`src/rtl/multiword_addsub_sequencer_if.sv`:
```
// Operand/result bundle for the multiword add/subtract sequencer.
// The master modport is the requester side; the slave modport is the sequencer.
interface multiword_addsub_sequencer_if #(
    parameter int unsigned N     = 4,
    parameter int unsigned WORDS = 4
);
    localparam int unsigned W = N * WORDS;

    logic         start;
    logic         op;
    logic [W-1:0] a_in;
    logic [W-1:0] b_in;
    logic         busy;
    logic         done;
    logic [W-1:0] result;
    logic         carry_out;
    logic         overflow;
    logic         zero;

    modport master (
        output start, op, a_in, b_in,
        input  busy, done, result, carry_out, overflow, zero
    );

    modport slave (
        input  start, op, a_in, b_in,
        output busy, done, result, carry_out, overflow, zero
    );
endinterface

```
`src/rtl/multiword_addsub_sequencer.sv`:
```
// W = N*WORDS bit add/subtract built from one N-bit adder-subtractor slice,
// processed LS slice first with carry/borrow chained through r_chain.
module multiword_addsub_sequencer #(
    parameter int unsigned N     = 4,
    parameter int unsigned WORDS = 4
) (
    input  logic                          clk,
    input  logic                          rst,
    multiword_addsub_sequencer_if.slave   bus
);
    localparam int unsigned W    = N * WORDS;
    localparam int unsigned IdxW = (WORDS > 1) ? $clog2(WORDS) : 1;
    localparam logic [IdxW-1:0] LastIdx = IdxW'(WORDS - 1);

    typedef enum logic [1:0] {StIdle, StRun, StDone} state_e;

    state_e          r_state, w_state_d;
    logic [W-1:0]    r_a, w_a_d;
    logic [W-1:0]    r_b, w_b_d;
    logic            r_op, w_op_d;
    logic [IdxW-1:0] r_idx, w_idx_d;
    logic            r_chain, w_chain_d;
    logic [W-1:0]    r_result, w_result_d;
    logic            r_busy, w_busy_d;
    logic            r_done, w_done_d;
    logic            r_carry, w_carry_d;
    logic            r_ovf, w_ovf_d;
    logic            r_zero, w_zero_d;

    int unsigned     w_base;
    logic [N-1:0]    w_a_sl, w_b_sl, w_slice;
    logic [N:0]      w_add_ext, w_sub_ext;
    logic            w_cin, w_bin, w_cout;
    logic [W-1:0]    w_res_upd;

    // Shared N-bit adder-subtractor slice: Sum/Cout and Sub/Bout.
    always_comb begin
        w_base    = N * 32'(r_idx);
        w_a_sl    = r_a[w_base +: N];
        w_b_sl    = r_b[w_base +: N];
        w_cin     = r_op ? 1'b0 : r_chain;
        w_bin     = r_op ? r_chain : 1'b0;
        w_add_ext = {1'b0, w_a_sl} + {1'b0, w_b_sl} + {{N{1'b0}}, w_cin};
        w_sub_ext = {1'b0, w_a_sl} - {1'b0, w_b_sl} - {{N{1'b0}}, w_bin};
        w_slice   = r_op ? w_sub_ext[N-1:0] : w_add_ext[N-1:0];
        w_cout    = r_op ? w_sub_ext[N] : w_add_ext[N];
        w_res_upd = r_result;
        w_res_upd[w_base +: N] = w_slice;
    end

    always_comb begin
        w_state_d  = r_state;
        w_a_d      = r_a;
        w_b_d      = r_b;
        w_op_d     = r_op;
        w_idx_d    = r_idx;
        w_chain_d  = r_chain;
        w_result_d = r_result;
        w_busy_d   = r_busy;
        w_done_d   = 1'b0;
        w_carry_d  = r_carry;
        w_ovf_d    = r_ovf;
        w_zero_d   = r_zero;
        unique case (r_state)
            StIdle: begin
                if (bus.start) begin
                    w_a_d     = bus.a_in;
                    w_b_d     = bus.b_in;
                    w_op_d    = bus.op;
                    w_idx_d   = '0;
                    w_chain_d = 1'b0;
                    w_busy_d  = 1'b1;
                    w_state_d = StRun;
                end
            end
            StRun: begin
                w_result_d = w_res_upd;
                w_chain_d  = w_cout;
                w_idx_d    = r_idx + 1'b1;
                if (r_idx == LastIdx) begin
                    w_idx_d   = '0;
                    w_busy_d  = 1'b0;
                    w_done_d  = 1'b1;
                    w_carry_d = w_cout;
                    // Signed overflow judged on the full result including this last slice.
                    w_ovf_d   = r_op ? ((r_a[W-1] != r_b[W-1]) && (w_res_upd[W-1] != r_a[W-1]))
                                     : ((r_a[W-1] == r_b[W-1]) && (w_res_upd[W-1] != r_a[W-1]));
                    w_zero_d  = (w_res_upd == '0);
                    w_state_d = StDone;
                end
            end
            StDone: begin
                w_state_d = StIdle;
            end
            default: begin
                w_state_d = StIdle;
            end
        endcase
    end

    always_ff @(posedge clk) begin
        if (!rst) begin
            r_state  <= StIdle;
            r_a      <= '0;
            r_b      <= '0;
            r_op     <= 1'b0;
            r_idx    <= '0;
            r_chain  <= 1'b0;
            r_result <= '0;
            r_busy   <= 1'b0;
            r_done   <= 1'b0;
            r_carry  <= 1'b0;
            r_ovf    <= 1'b0;
            r_zero   <= 1'b0;
        end else begin
            r_state  <= w_state_d;
            r_a      <= w_a_d;
            r_b      <= w_b_d;
            r_op     <= w_op_d;
            r_idx    <= w_idx_d;
            r_chain  <= w_chain_d;
            r_result <= w_result_d;
            r_busy   <= w_busy_d;
            r_done   <= w_done_d;
            r_carry  <= w_carry_d;
            r_ovf    <= w_ovf_d;
            r_zero   <= w_zero_d;
        end
    end

    assign bus.busy      = r_busy;
    assign bus.done      = r_done;
    assign bus.result    = r_result;
    assign bus.carry_out = r_carry;
    assign bus.overflow  = r_ovf;
    assign bus.zero      = r_zero;
endmodule

```
`src/flat_wrapper.sv`:
```
// flat-port wrapper written by rule: the top's interface ports become plain ports
module multiword_addsub_sequencer_flat 
#(
    parameter int unsigned N     = 4,
    parameter int unsigned WORDS = 4
)
  (clk, rst, bus_start, bus_op, bus_a_in, bus_b_in, bus_busy, bus_done, bus_result, bus_carry_out, bus_overflow, bus_zero);
  multiword_addsub_sequencer_if #(.N(N), .WORDS(WORDS)) bus_i ();
  input  logic clk;
  input  logic rst;
  input wire logic [$bits(bus_i.start)-1:0] bus_start;
  input wire logic [$bits(bus_i.op)-1:0] bus_op;
  input wire logic [$bits(bus_i.a_in)-1:0] bus_a_in;
  input wire logic [$bits(bus_i.b_in)-1:0] bus_b_in;
  output wire logic [$bits(bus_i.busy)-1:0] bus_busy;
  output wire logic [$bits(bus_i.done)-1:0] bus_done;
  output wire logic [$bits(bus_i.result)-1:0] bus_result;
  output wire logic [$bits(bus_i.carry_out)-1:0] bus_carry_out;
  output wire logic [$bits(bus_i.overflow)-1:0] bus_overflow;
  output wire logic [$bits(bus_i.zero)-1:0] bus_zero;
  assign bus_i.start = bus_start;
  assign bus_i.op = bus_op;
  assign bus_i.a_in = bus_a_in;
  assign bus_i.b_in = bus_b_in;
  assign bus_busy = bus_i.busy;
  assign bus_done = bus_i.done;
  assign bus_result = bus_i.result;
  assign bus_carry_out = bus_i.carry_out;
  assign bus_overflow = bus_i.overflow;
  assign bus_zero = bus_i.zero;
  multiword_addsub_sequencer #(.N(N), .WORDS(WORDS)) u_core (.clk(clk), .rst(rst), .bus(bus_i));
endmodule
```
`config.mk`:
```
export PLATFORM = sky130hd
export DESIGN_NAME = multiword_addsub_sequencer_flat
export DESIGN_NICKNAME = d
export VERILOG_FILES = /design/src/rtl/multiword_addsub_sequencer_if.sv /design/src/rtl/multiword_addsub_sequencer.sv /design/src/flat_wrapper.sv
export SDC_FILE = /design/constraint.sdc
export NUM_CORES = 1
export LEC_CHECK = 0
export ABC_AREA = 1
export CORE_UTILIZATION = 50
export CTS_CLUSTER_SIZE = 30
export DETAILED_ROUTE_END_ITERATION = 16
export PLACE_DENSITY = 0.84
export SLEW_MARGIN = 15
export SYNTH_ARGS = -nofsm -noshare
export SYNTH_HDL_FRONTEND = slang
export SYNTH_SLANG_ARGS = --single-unit
```
`constraint.sdc`:
```
create_clock -name clk -period 7.31 [get_ports clk]
set_input_delay 0.731 -clock clk [delete_from_list [all_inputs] [get_ports clk]]
set_output_delay 0.731 -clock clk [all_outputs]
set_load 0.05 [all_outputs]
```
Yosys cells after proc, flatten, opt, wreduce, memory -nomap -nowiden
Index checks and enable logic that the tools add are counted.

Bits in registers: 59. Input port bits: 36. Logic and storage cells: 58. Output and inout bits: 21.

Reduce and logical (&&, ||, !) cells: 11. $add $sub $neg: 6. Eq/ne operators: 7. Muxes and demuxes: 18. Shift-type cells: 4.

Operators by type and width (number): $neg A4 Y34 (1); $shift A4 B34 Y16 const A (1); $shiftx A4 B34 Y16 (1); $shiftx A16 B5 Y4 (2); $bwmux W16 (1); $logic_not A16 Y1 (1); $reduce_and A2 Y1 (5); $mux W1 (8); $mux W2 (4); $pmux W2 S2 (2); $add A4 B4 Y5 (1); $add A5 B1 Y5 (1); $sub A4 B4 Y5 (1); $sub A5 B1 Y5 (1); $mux W4 (1); $pmux W1 S2 (2); $reduce_and A3 Y1 (1); $add A2 B1 Y2 const B (1); $eq A2 B1 Y1 const B (1); $eq A2 B2 Y1 const B (1); $logic_and A1 B1 Y1 (2); $logic_not A2 Y1 (1); $ne A1 B1 Y1 (2); $ne A2 B1 Y1 const B (1); 3 further kinds (3).

Longest topological paths before layout
Word-level depth: 9. Depth in mapped cells: 21. Gate-level depth less buffers: 19.

Worst setup path after synthesis
Ideal clock, no wire load.

Path type: flip-flop to flip-flop. Start point: reg u_core.r_idx[0]. End point: reg u_core.r_zero, in the netlist u_core.bus.zero. Cell stages (with the launch flop): 21. Data required time: 7.243 ns. Buffers on the path: 3. Arrival time: 3.178 ns. Period minus slack after synthesis: 3.245 ns. Library setup time: 0.067 ns. Slack: 4.065 ns. Cell sequence: dfxtp_1 -> buf_4 -> buf_2 -> clkbuf_1 -> a21oi_1 -> a32oi_1 -> inv_1 -> fa_1 -> fa_1 -> o21ai_1 -> nand4_1 -> nand2_1 -> inv_1 -> nand2_1 -> nor2_1 -> nand2_1 -> nor2_1 -> nand2_1 -> nor2_2 -> nand3_2 -> a21oi_2.

Cells in the longest elaborated chain, start to end: 7. Elaborated cells on any way between the ends: 14. Classes of those cells: add/sub (5); eq/ne (1); shift (4); mux (2); reduce/logical (2).

Ends and longest elaborated chain: start: declaration (RTL line multiword_addsub_sequencer.sv:21) `logic [IdxW-1:0] r_idx, w_idx_d;`; start signal: assignment (RTL line multiword_addsub_sequencer.sv:120) `r_idx <= w_idx_d;`; $shiftx A16 B5 Y4 (on tied branches) (RTL line multiword_addsub_sequencer.sv:39, multiword_addsub_sequencer.sv:40); $add A4 B4 Y5 or $sub A4 B4 Y5 (tied branches) (RTL line multiword_addsub_sequencer.sv:43, multiword_addsub_sequencer.sv:44); $add A5 B1 Y5 or $sub A5 B1 Y5 (tied branches) (RTL line multiword_addsub_sequencer.sv:43, multiword_addsub_sequencer.sv:44); $mux W4 (RTL line multiword_addsub_sequencer.sv:45) `w_slice = r_op ? w_sub_ext[N-1:0] : w_add_ext[N-1:0];`; $shiftx A4 B34 Y16 (RTL line multiword_addsub_sequencer.sv:48) `w_res_upd[w_base +: N] = w_slice;`; $bwmux W16 (RTL line multiword_addsub_sequencer.sv:48); $logic_not A16 Y1 (RTL line multiword_addsub_sequencer.sv:88) `w_zero_d = (w_res_upd == '0);`; end signal: assignment (RTL line multiword_addsub_sequencer.sv:127) `r_zero <= w_zero_d;`; end: declaration (RTL line multiword_addsub_sequencer.sv:28) `logic r_zero, w_zero_d;`.

Several ways; a longest one is shown, not always the timed one. A chain may end at the register's enable or synchronous reset.

Final worst setup path
Ends and elaborated chain as after synthesis.

==> flow_summary.rst <==
.. list-table::
   :header-rows: 1

   * - Metric
     - Value
   * - Clock tree sinks
     - 59
   * - Total negative slack
     - 0 ps
   * - Yosys Warn Count
     - 0
   * - Via count
     - 3,088
   * - Post-synth top area cell
     - dfxtp_1
   * - Antenna violation net count after detailed routing
     - 0
   * - I/O pin count
     - 57
   * - Critical path cell sequence
     - a21oi_1 -> a32oi_1 -> inv_1 -> fa_1 -> fa_1 -> nand2_2 -> nand2_1 -> nand2_1 -> nand2_1 -> nand2_1 -> o21ai_0 -> nor2_1 -> nand3b_1 -> nor2_1 -> nand2_1 -> nor2_2 -> nand3_2 -> a21oi_2
   * - Top cells by instance count after synthesis
     - nor2_1, nand2_1, dfxtp_1
   * - Average cell area after synthesis
     - 6.844 sq um
   * - Max-cap viol count
     - 0
   * - Share of the synthesized area in the top cell type
     - 37.36%
   * - Finish-stage setup viols
     - 0
   * - Setup Skew
     - 6.818 ps
   * - Slew Limit Headroom
     - 29.97%
   * - Width of the die
     - 81.52 microns
   * - Initial cell density of the core
     - 52.47%
   * - Overflow after GRT
     - 0
   * - Hold-fix buffer count after cts
     - 0
   * - Max clock buf depth
     - 2
   * - Vias per cell
     - 5.252
   * - Leakage
     - 1.787 nW
   * - Final cell area excluding filler cells
     - 0.003968 sq mm
   * - Number of pins exceeding their max-slew limit in the final report
     - 0
   * - Net Count, Synth
     - 515
   * - Post-CTS setup buffers
     - 0
   * - Unique cell type count in the Yosys netlist
     - 37
   * - Placer's final routability congestion estimate
     - 0.8746
   * - Transition time at the pin with the least slew margin
     - 1049 ps
   * - Wire length after detailed routing
     - 7.710 mm
   * - First-iteration detailed-routing DRC count
     - 238
   * - Slowest-stage cell, CP
     - dfxtp_1
   * - Largest net degree at the start of global routing
     - 47
   * - Crit Path Category
     - flip-flop to flip-flop
   * - Core Region
     - 0.006026 sq mm
   * - Hold Crit Class
     - flip-flop to flip-flop
   * - Part of the Yosys area used for sequential elements
     - 37.36%
   * - Port-buffer cells
     - 56
   * - Required arrival time at the worst endpoint
     - 7580 ps
   * - Fin crit period
     - 3724 ps
   * - Post-synthesis instance area
     - 0.003162 sq mm
   * - Filler Cell Count
     - 535
   * - Cts bufs inserted
     - 9
   * - Share of synthesized registers carrying an async set or reset
     - 0%
   * - Number of flops mapped to enable cells by yosys
     - 0
   * - Worst reg2reg setup slack
     - 3590 ps
   * - Power density relative to cell area
     - 244.6 mW/mm^2
   * - Quantity of gates resized following cts
     - 0
   * - Endpoint class of the critical path
     - flip-flop
   * - Initial DRT Pass Iterations
     - 5
   * - Share of layout cells above drive strength 1
     - 5.458%
   * - Instance count of the mapped netlist
     - 462
   * - Biggest fanout along the worst timing path
     - 29
   * - Most common cell type on the critical path
     - nand2_1
   * - Number of synthesized register bits
     - 59
   * - DRC violations left
     - 0
   * - Number of placed instances with taps included
     - 572
   * - Hold_ws
     - 477.8 ps
   * - Inserted Diodes
     - 0
   * - Peak per-stage delay on the critical path
     - 1020 ps
   * - Cell with the most instances after synthesis
     - nor2_1
   * - Worst path arrival time
     - 4000 ps
   * - Placed cell areas
     - 0.003721 sq mm
   * - Clk slew on worst S/H paths
     - 70 ps
   * - Latest clock arrival within the worst-skew pair
     - 340 ps
   * - Predominant post-synthesis flop cell
     - dfxtp_1
   * - Floorplan row count
     - 28
   * - Critical path's top delay family
     - flip-flops
   * - Final net count
     - 561
   * - Status
     - completed
   * - Final Instance Count excl. Fillers
     - 588
   * - Startpoint Class
     - flip-flop
   * - Die Y-Extent
     - 81.52 microns
   * - Ranking of synthesized cells by area
     - dfxtp_1, nor2_1, nand2_1
   * - Setup repair after global routing missed its margin
     - false
   * - Wire length of the first global-routing pass
     - 12.78 mm
   * - Global-route usage over all layers
     - 25.65%
   * - Tot Pwr
     - 970.6 uW
   * - Vias in the first global route
     - 2,810
   * - Maximum level of the CTS H-tree
     - 3
   * - Number of antenna violations at the first check in global routing
     - 0
   * - Maximum vdd drop
     - 0.1553 mV
   * - Mean routed wirelength per cell
     - 13.11 microns
   * - Fmax
     - 268.5 MHz
   * - Buf/Inv on CP
     - 1
   * - Die outline area
     - 0.006646 sq mm
   * - Synthesis-to-finish area growth
     - 25.48%
   * - Root buffer selected by CTS
     - clkbuf_8
   * - Detailed placement HPWL
     - 5.619 mm
   * - Final hold violations
     - 0
   * - Final clock period utilization by the worst path
     - 50.94%
   * - CTS tree
     - done
## cell usage in the layout (no fill, tap or decap), types with 2 or more instances in the layout
cell and instances:
nor2_1 106, nand2_1 74, dfxtp_1 59, inv_1 56, clkdlybuf4s50_1 56, o21ai_0 54, a21oi_1 16, nand3_1 13
ha_1 13, clkbuf_8 13, nand4_1 8, o211ai_1 7, a32oi_1 4, fa_1 4, nor2_2 3, o22ai_1 2
inv_2 2, xnor2_1 2, o21a_1 2, bufinv_16 2
## cell families (layout without fill, tap and decap cells)
family	count (synthesis)	after routing	share of synthesized area, %
adders and majority gates	17	17	7.677
and+or+nand+nor	211	211	27.54
xor gates and xnor gates	2	2	0.5541
buffers and inverters	81	132	10.33
DFF	59	59	37.36
AOI/OAI and AO/OA	92	92	16.54
## per-layer routing
layer  up-vias  part of all wire [%]  routed length, microns  GRT usage, %
met1      1416                    48                    3735         34.64
met4         0                   1.1                      81         7.679
li1       1572                     -                       -             -
met2        90                    45                    3475         40.25
met3        10                   5.4                     418         6.222
met5         -                     0                       0             0
## cell type report
cell class	count	area, sq um	area share [%]
well taps	75	93.84	2.365
flip-flops and latches	59	1181	29.77
inverters	59	224.0	5.645
multi-input cells	322	1654	41.69
clock inverters	3	67.56	1.703
repair buffers	57	568.0	14.32
clock buffers	13	178.9	4.510
## worst paths after layout
| kind | endpoint | depth (start not counted) | from |
|---|---|---|---|
| hold / removal | u_core.r_b[11] | 2 | u_core.r_b[11] |
| hold reg to reg | u_core.r_b[11] | 2 | u_core.r_b[11] |
| setup reg to reg | u_core.bus.zero | 18 | u_core.r_idx[0] |
| setup / recovery | u_core.bus.zero | 18 | u_core.r_idx[0] |
## sequential cells by signal, indices dropped and copies added (netlist names)
signal,flops
u_core.bus.done,1
u_core.r_b,16
u_core.r_idx,2
u_core.bus.result,16
u_core.r_op,1
u_core.r_chain,1
u_core.bus.overflow,1
u_core.bus.carry_out,1
u_core.bus.zero,1
u_core.bus.busy,1
u_core.r_a,16
u_core.r_state,2
## tightest hold or removal path, cell delays in order (launching register included)
cell and delay (ps):
dfxtp_1 320, nor2_1 40, nor2_1 80
## power breakdown
group	switching, mW	internal, mW
Sequential	0.0215	0.347
Combinational	0.153	0.0913
Clock	0.128	0.229
## metrics by stage
stage | utilization, % | setup WS, ps
final | 65.84 | 3586
after CTS | 65.84 | 3626
after global placement | 61.75 | 3818
after floorplan | - | 4065
after global routing | 65.84 | 3229
after detailed placement | 61.75 | 3662
No activity file was read; power rests on OpenSTA's default activity.
